### config.mk
export PLATFORM = sky130hd
export DESIGN_NAME = xsleena_rom_loader
export DESIGN_NICKNAME = d
export VERILOG_FILES = /design/src/rtl/xsleena_rom_loader.sv
export SDC_FILE = /design/constraint.sdc
export NUM_CORES = 1
export LEC_CHECK = 0
export BUFFER_PORTS_ARGS = -buffer_cell sky130_fd_sc_hd__buf_2
export CAP_MARGIN = 20
export CORE_ASPECT_RATIO = 0.9
export CORE_MARGIN = 2
export CORE_UTILIZATION = 45
export CTS_CLUSTER_DIAMETER = 80
export DETAILED_ROUTE_END_ITERATION = 8
export GPL_TIMING_DRIVEN = 0
export PLACE_DENSITY = 0.79
export SLEW_MARGIN = 25
export SYNTH_ARGS = -nofsm -noshare
export SYNTH_HDL_FRONTEND = slang
export SYNTH_SLANG_ARGS = --single-unit
export TNS_END_PERCENT = 50
### constraint.sdc
create_clock -name clk -period 3.2 [get_ports clk]
set_input_delay 0.32 -clock clk [delete_from_list [all_inputs] [get_ports clk]]
set_output_delay 0.32 -clock clk [all_outputs]
set_load 0.05 [all_outputs]
### src/rtl/xsleena_rom_loader.sv
// xsleena_rom_loader: HPS ioctl byte stream to the shared ROM write bus.
// Decodes 8 regions, pulses bram_wr, tracks byte count and checksum.
`timescale 1ns/1ps
module xsleena_rom_loader #(
  parameter logic [7:0]   ROM_INDEX   = 8'd0,
  parameter logic [159:0] REGION_BASE = {8{20'h0}},
  parameter logic [24:0]  LOAD_END    = 25'h1FFFFF,
  parameter int           HOLD_CYCLES = 2
) (
  input  logic        clk,
  input  logic        reset,
  input  logic        ioctl_download,
  input  logic [7:0]  ioctl_index,
  input  logic        ioctl_wr,
  input  logic [24:0] ioctl_addr,
  input  logic [7:0]  ioctl_dout,
  output logic        ioctl_wait,
  output logic        bram_wr,
  output logic [7:0]  bram_data,
  output logic [19:0] bram_addr,
  output logic [7:0]  bram_cs,
  output logic        rom_loaded,
  output logic [24:0] byte_count,
  output logic [15:0] checksum,
  output logic [1:0]  error_flags
);

  typedef enum logic [2:0] {
    IDLE,
    ARMED,
    DECODE,
    WRITE,
    DONE
  } state_t;

  state_t      state;
  state_t      state_nxt;
  logic [24:0] addr_q;
  logic [7:0]  data_q;
  logic [2:0]  hold_cnt;
  logic        abort_q;
  logic [2:0]  region;
  logic [19:0] base_sel;
  logic [19:0] offset;
  logic        in_range;
  logic        last_beat;
  logic        abort_now;

  assign offset    = addr_q[19:0] - base_sel;
  assign in_range  = addr_q <= LOAD_END;
  assign last_beat = hold_cnt == 3'(HOLD_CYCLES - 1);
  assign abort_now = abort_q | ~ioctl_download;

  // Region lookup: highest region whose base is at or below the address.
  always_comb begin
    region   = 3'd0;
    base_sel = 20'h0;
    for (int r = 0; r < 8; r++) begin
      if ({5'h0, REGION_BASE[r*20 +: 20]} <= addr_q) begin
        region   = 3'(r);
        base_sel = REGION_BASE[r*20 +: 20];
      end
    end
  end

  // Next-state logic; a lost download ends the current byte in DONE.
  always_comb begin
    state_nxt = state;
    case (state)
      IDLE: begin
        if (ioctl_download && ioctl_index == ROM_INDEX)
          state_nxt = ARMED;
      end
      ARMED: begin
        if (ioctl_wr)
          state_nxt = DECODE;
        else if (!ioctl_download)
          state_nxt = DONE;
      end
      DECODE: begin
        if (in_range)
          state_nxt = WRITE;
        else
          state_nxt = abort_now ? DONE : ARMED;
      end
      WRITE: begin
        if (last_beat)
          state_nxt = abort_now ? DONE : ARMED;
      end
      DONE:    state_nxt = IDLE;
      default: state_nxt = IDLE;
    endcase
  end

  // State register plus the registered write bus and load statistics.
  always_ff @(posedge clk) begin
    if (reset) begin
      state       <= IDLE;
      addr_q      <= '0;
      data_q      <= '0;
      hold_cnt    <= '0;
      abort_q     <= 1'b0;
      ioctl_wait  <= 1'b0;
      bram_wr     <= 1'b0;
      bram_data   <= '0;
      bram_addr   <= '0;
      bram_cs     <= '0;
      rom_loaded  <= 1'b0;
      byte_count  <= '0;
      checksum    <= '0;
      error_flags <= '0;
    end else begin
      state <= state_nxt;
      case (state)
        IDLE: begin
          if (state_nxt == ARMED) begin
            byte_count  <= '0;
            checksum    <= '0;
            error_flags <= '0;
            rom_loaded  <= 1'b0;
            abort_q     <= 1'b0;
          end
        end
        ARMED: begin
          if (ioctl_wr) begin
            addr_q     <= ioctl_addr;
            data_q     <= ioctl_dout;
            ioctl_wait <= 1'b1;
          end
        end
        DECODE: begin
          if (ioctl_wr)
            error_flags[1] <= 1'b1;
          if (!ioctl_download)
            abort_q <= 1'b1;
          if (in_range) begin
            bram_wr   <= 1'b1;
            bram_cs   <= 8'd1 << region;
            bram_addr <= offset;
            bram_data <= data_q;
            hold_cnt  <= '0;
          end else begin
            error_flags[0] <= 1'b1;
            ioctl_wait     <= 1'b0;
            abort_q        <= 1'b0;
          end
        end
        WRITE: begin
          if (ioctl_wr)
            error_flags[1] <= 1'b1;
          if (!ioctl_download)
            abort_q <= 1'b1;
          if (last_beat) begin
            bram_wr    <= 1'b0;
            bram_cs    <= '0;
            ioctl_wait <= 1'b0;
            abort_q    <= 1'b0;
            checksum   <= checksum + {8'h0, data_q};
            if (byte_count != '1)
              byte_count <= byte_count + 25'd1;
          end else begin
            hold_cnt <= hold_cnt + 3'd1;
          end
        end
        DONE: begin
          if (byte_count != '0)
            rom_loaded <= 1'b1;
        end
        default: ;
      endcase
    end
  end

endmodule

# Yosys cells after proc, flatten, opt, wreduce, memory -nomap -nowiden
# Cells that the tools add are included.
# totals
register_bits,122
inputBits,45
output_inout_bits,82
wordCells,100
# classes
addsub,3
n_lt_le_gt_ge,2
eq_ne,16
shifts,1
muxes,38
bitwise_logic,2
reduce_logical,23
# op_table
cell,count
$mux W25,3
$pmux W25 S2,1
$mux W16,2
$pmux W16 S2,1
$mux W3,9
$add A25 B1 Y25 const B,1
$le A1 B25 Y1 const A,1
$le A25 B21 Y1 const B,1
$ne A25 B25 Y1 const B,1
$reduce_bool A25 Y1,1
$reduce_and A3 Y1,6
$add A16 B8 Y16,1
$mux W8,2
$ne A2 B2 Y1 const B,8
$pmux W8 S2,1
$pmux W3 S4,1
$mux W1,10
$reduce_bool A2 Y1,5
$eq A3 B1 Y1 const B,3
$logic_not A8 Y1,1
$pmux W1 S2,4
$reduce_and A4 Y1,2
$shl A1 B3 Y8 const A,1
$eq A3 B2 Y1 const B,2
other kinds (13),17

# Depth between registers and ports, before layout
# Gate-level depths: netlist (run 1).
# logic_depth
depth_word,8
ltp_mapped,9
ltp_nobuf,7

# Least setup slack after synthesis (run 1)
# No wires, ideal clock.
# synth_timing
path_kind,register to register
from,register byte_count[0]
to,register byte_count[19]
setup_time_ps,120
t_arrival_ps,2380
required_ps,3080
slack_ps,700
path_stages_with_launch,8
n_path_buf,1
synth_period_minus_slack_ps,2500
path_cell_list,dfxtp_1 > ha_1 > nand3_1 > or4_1 > buf_6 > o211ai_2 > nor3_1 > a211o_1
# synth_via
elab_chain_cells,4
word_cells_on_any_way,7
cone_classes,add/sub: 1; eq/ne: 2; mux: 3; reduce/logical: 1
# synth_rtl
item,line_no,source
from (decl),23,"output logic [24:0] byte_count,"
from (signal assigned),160,byte_count <= byte_count + 25'd1;
$add A25 B1 Y25,160,
$mux W25,159,if (byte_count != '1)
$mux W25,153,if (last_beat) begin
$pmux W25 S2,114,case (state)
# Parallel ways exist; a longest one is shown, timed or not. The select of a mux whose other input is x is not followed.
# A chain may end at the register's enable or synchronous reset.

# Worst setup path in the final report (run 1)
# layout_timing
from,register state[1]
to,register byte_count[19]
# layout_via
elab_chain_cells,6
word_cells_on_any_way,16
cone_classes,eq/ne: 7; mux: 6; reduce/logical: 3
# layout_rtl
item,line_no,source
from (decl),36,state_t state;
from (signal assigned),113,state <= state_nxt;
$mux W3,77,else if (!ioctl_download)
$mux W3,75,if (ioctl_wr)
$pmux W3 S4,69,case (state)
$eq A3 B1 Y1,116,if (state_nxt == ARMED) begin
$ne A2 B2 Y1 (no source line),--,
$reduce_and A4 Y1 (no source line),--,
# Parallel ways exist; a longest one is shown, timed or not.

==> results.yml, run 1 <==
status:
  status: "finished clean"
critical_path:
  crit_type: "reg -> reg"
  cpMaxStageDelayCell: "nand4_1"
  critical-path-max-stage-delay_ps: 560
  critPathMaxFanout: 10
  arrival_ps: 2840
  path_buf_inv: 1
  critPathLaunchType: "register"
  worstPathRequired_ps: 3500
  end_kind: "register"
  crit_family: "simple AND/OR/NAND/NOR gates"
  cp_cell_sequence: "clkbuf_1, nor4b_1, nand4_1, nand2_1, nor2_1, a211o_1"
pwr:
  p_comb_share_pct: 2.8
  p_leak_nw: 2.62
  clkPwrFrac_pct: 55.8
  power.switching_w: 0.000827
  power_frac_seq_pct: 41.4
  intPower_w: 0.00263
  ir_worst_vdd_mv: 0.400
  power_density_mw_per_mm2: 521
  swShare_pct: 23.9
die:
  rows: 37
  initial_core_util_pct: 45.9
  dieArea_mm2: 0.0125
  die_w_um: 118
  dieHeight_um: 106
  ios: 127
  core-area_mm2: 0.0114
routing:
  viasPerCell: 5.52
  drc: 0
  drt.antenna.violating_nets: 0
  drt-total-wl_um: 15000
  wire_per_inst_um: 15.4
  first_pass_iters: 5
  vias: 5359
  first_iter_violations: 469
yosys:
  synth_seq_cells: 115
  synth_area_mm2: 0.00523
  yosysUniqueCellTypes: 63
  synth_top_area_cell: "dfxtp_1"
  yosys_warnings: 0
  netlist_instances: 660
  ys_async_sr_fraction_pct: 0
  synthFlopType: "dfxtp_1"
  yosysTopAreaCellShare_pct: 44.1
  synth_area_per_cell_um2: 7.92
  yosys-top-cells-area: "dfxtp_1, nand2_1, a21oi_1"
  synth_edf_count: 0
  ys_seq_area_share_pct: 44.1
finish:
  drive_above_1_share_pct: 21.1
  area.sequential_mm2: 0.00230
  nets: 860
  num_antenna_cells: 0
  final_cell_mix: "nand2_1, buf_2, dfxtp_1"
  fill_cells: 1051
  multi_input_area_mm2: 0.00272
  final_common_cell: "nand2_1"
  area_growth_pct: 27.0
clock_tree:
  path_clk_slew_ps: 60
  cts_hold_buf: 0
  cts_tree: "built"
  cts_resized: 0
  postCtsSetupBuffers: 0
  cts_buffers: 17
  clkSinkCount: 115
  cts-htree-levels: 4
  cts_root_buffer: "clkbuf_16"
  clk_latency_ps: 420
  clockBufferDepth: 2
timing:
  fin_skew_ps: 9.30
  fin_crit_ps: 2540
  setup_viol: 0
  fin_crit_sh_pct: 79.5
  hold_viol_final: 0
  tns_ps: 0
  rsz0062_at_grt: "false"
  slew_violations: 0
  worst_slack_ps: 656
  relSlewSlack_pct: 48.9
  worst_pin_slew_ps: 759
  timing.fmax_mhz: 393
global_route:
  grt_usage_pct: 23.6
  grt_max_degree: 17
  grt_pass1_wl_um: 23800
  gr-total-overflow: 0
  antenna_found_initial: 0
  grt_pass1_vias: 4908
placement:
  dp_hpwl_um: 10300
  place_ws_ps: 692
  gp_congestion: 0.896
  numPortBuffers: 118
hold_path:
  hp-class: "in -> reg"
job:
  maxCapViolations: 0
## power groups by stage
stage	logic [W]	registers, W	clock network (W)
final	0.0000951	0.00143	0.00193
after global routing	0.000101	0.00143	0.00201
after CTS	0.0000940	0.00143	0.00194
after detailed placement	0.0000934	0.00146	0
after global placement	0.0000928	0.00146	0
after floorplan	0.0000482	0.00146	0
## metal layers
layer	GRT usage (%)	share of wire, %
met5	0	0
met4	11.2	2.8
met3	5.04	8.0
met2	37.8	46
met1	30.6	43
## per-stage QoR
stage | hold WS (ps) | power [W] | std cells | area (µm²) | utilization [%]
after floorplan | 432 | 0.00151 | 665 | 5250 | -
after global placement | 438 | 0.00156 | 939 | 6030 | 53.0
after detailed placement | 444 | 0.00156 | 939 | 6040 | 53.0
after CTS | 137 | 0.00346 | 971 | 6640 | 58.3
after global routing | 145 | 0.00355 | 971 | 6640 | 58.3
final | 135 | 0.00346 | 971 | 6640 | 58.3
## path summary, 6_finish.rpt
kind / start / slack (ps) / to / depth (start not counted)
max: state[1] / 660 / byte_count[19] / 6
min: ioctl_addr[10] / 140 / addr_q[10] / 3
max reg2reg: state[1] / 660 / byte_count[19] / 6
min reg2reg: addr_q[3] / 450 / bram_addr[3] / 2
## Yosys cell counts (6+ instances only)
library cell,count
inv_1,11
o21ai_0,18
a31oi_1,12
buf_4,6
or3_1,8
nand2_1,153
nand4_1,13
a21oi_1,94
o211ai_1,6
nor3_1,13
ha_1,12
nor2_1,30
clkbuf_1,33
nor4_1,13
nand3_1,23
and3_1,10
dfxtp_1,115
## layout make-up
class	count	area share (%)
buffer	41	2.79
clock buffer	17	6.41
clock inverter	15	2.58
inverter	12	0.679
multi-input combinational	497	41.0
sequential	115	34.7
tap	156	2.94
timing repair buffer	118	8.90
## kinds of logic after synthesis
group                    Yosys count  share of synthesized area (%)
AND/OR/NAND/NOR                  304                           27.8
AO/OA/AOI/OAI                    167                           19.2
flip-flops                       115                           44.1
buffers and inverters             53                           4.40
adder cells (fa/ha/maj)           13                           3.26
XOR/XNOR                           6                           1.01
other                              1                         0.0718
multiplexers                       1                          0.215
## state kept, by name, indices dropped and copies added (netlist names), 3 cells and up
name and flops:
bram_addr 20, hold_cnt 3, addr_q 24, state 3, byte_count 25, data_q 8, checksum 16, bram_data 8
## worst min-delay path: stages
cell     delay, ps
buf_2           90
nand2_1         50
a21oi_1         50
Power figures use the tool's default switching activity.
==> run 2, diff against run 1 <==
==> constraint.sdc (replaced) <==
create_clock -name clk -period 2.55 [get_ports clk]
set_input_delay 0.255 -clock clk [delete_from_list [all_inputs] [get_ports clk]]
set_output_delay 0.255 -clock clk [all_outputs]
set_load 0.05 [all_outputs]
==> results.yml, run 2 (synthesized netlist as in run 1, its figures left out) <==
finish:
  area.sequential_mm2: 0.00230
  multi_input_area_mm2: 0.00272
  drive_above_1_share_pct: 21.5
  num_antenna_cells: 0
  largest-register: "byte_count"
  largest_reg_flops: 25
  final_common_cell: "nand2_1"
  fill_cells: 1047
  nets: 864
  reg_top3: "byte_count x25, addr_q x24, bram_addr x20"
  final_cell_mix: "nand2_1, buf_2, dfxtp_1"
  area_growth_pct: 27.5
critical_path:
  worstPathRequired_ps: 2870
  critPathMaxFanout: 10
  crit_type: "reg -> reg"
  end_kind: "register"
  critPathLaunchType: "register"
  arrival_ps: 2740
status:
  status: "finished clean"
timing:
  fin_crit_sh_pct: 94.9
  fin_crit_ps: 2420
  rsz0062_at_grt: "false"
  slew_violations: 0
  hold_slack_ps: 72.8
  fin_skew_ps: 11.9
  setup_viol: 0
  hold_viol_final: 0
  timing.fmax_mhz: 413
  relSlewSlack_pct: 49.6
  worst_pin_slew_ps: 748
die:
  core-area_mm2: 0.0114
  initial_core_util_pct: 45.9
  dieArea_mm2: 0.0125
  ios: 127
  rows: 37
  dieHeight_um: 106
  die_w_um: 118
global_route:
  grt_usage_pct: 23.6
  antenna_found_initial: 0
  grt.met3_usage_pct: 5.04
  grt_use_met1_pct: 30.6
  grt_pass1_vias: 4908
  grt_pass1_wl_um: 23800
  busiest_layer: "met2"
  grt_use_met2_pct: 37.8
  gr-total-overflow: 0
  grt_max_degree: 17
clock_tree:
  clk_latency_ps: 420
  cts_buffers: 17
  path_clk_slew_ps: 60
  clkSinkCount: 115
  cts_hold_buf: 0
  clockBufferDepth: 2
  cts-htree-levels: 4
  cts_root_buffer: "clkbuf_16"
  cts_tree: "built"
  postCtsSetupBuffers: 0
  cts_resized: 0
pwr:
  power_density_mw_per_mm2: 651
  ir_worst_vdd_mv: 0.502
  finalPower_w: 0.00434
  p_leak_nw: 2.63
routing:
  wire_per_inst_um: 15.4
  drc: 0
  drt.antenna.violating_nets: 0
  drt-total-wl_um: 15000
  first_iter_violations: 463
  first_pass_iters: 5
  vias: 5361
  viasPerCell: 5.50
placement:
  gp_congestion: 0.896
  dp_hpwl_um: 10300
  numPortBuffers: 118
hold_path:
  hp-class: "in -> reg"
job:
  maxCapViolations: 0
==> run 2: cell types whose count changed in the layout (fill, tap and decap cells not counted), sizes merged <==
cell | before | now
buf | 126 | 130
==> run 2: area by class of cell <==
| class | count | area share, % |
|---|---|---|
| multi-input cells | 497 | 40.8 |
| well taps | 156 | 2.93 |
| flip-flops and latches | 115 | 34.5 |
| plain buffers | 41 | 2.78 |
| repair buffers | 122 | 9.31 |
| clock inverters | 15 | 2.57 |
| clock buffers | 17 | 6.38 |
| inverters | 12 | 0.676 |
==> run 2: where the power goes <==
group | total, W | internal (W) | switching [W]
combinational | 0.000120 | 0.0000380 | 0.0000815
clock | 0.00242 | 0.00147 | 0.000957
sequential | 0.00180 | 0.00180 | 0.000000445
==> run 2: worst paths after layout <==
path / start / endpoint / slack, ps / cells after the start
setup / recovery: byte_count[0] / byte_count[18] / 130 / 7
hold / removal: ioctl_addr[10] / addr_q[10] / 70 / 3
setup reg to reg: byte_count[0] / byte_count[18] / 130 / 7
hold reg to reg: addr_q[3] / bram_addr[3] / 450 / 2
==> run 2: critical path, cell delays in order, from the launching register on <==
cell and delay (ps):
dfxtp_1 430, ha_1 200, nand3_1 200, or4_1 590
buf_6 170, o21ai_4 340, nand2_4 120, a311oi_1 280
==> run 2: through the flow <==
stage / cells / util, % / area [µm²] / worst slack (ps) / TNS, ps
6_report: 975 / 58.5 / 6670 / 131 / 0
5_1_grt: 975 / 58.5 / 6670 / 5.76 / 0
4_1_cts: 971 / 58.3 / 6640 / 44.3 / 0
3_5_place_dp: 939 / 53.0 / 6040 / 42.5 / 0
3_3_place_gp: 939 / 53.0 / 6030 / -188 / -590
2_1_floorplan: 665 / - / 5250 / 50.0 / 0
==> run 2: metal layers <==
metal  up-vias  wire [µm]
met2       203       6970
li1       2637          -
met4         0        346
met3        30        969
met1      2491       6730
met5         -          0
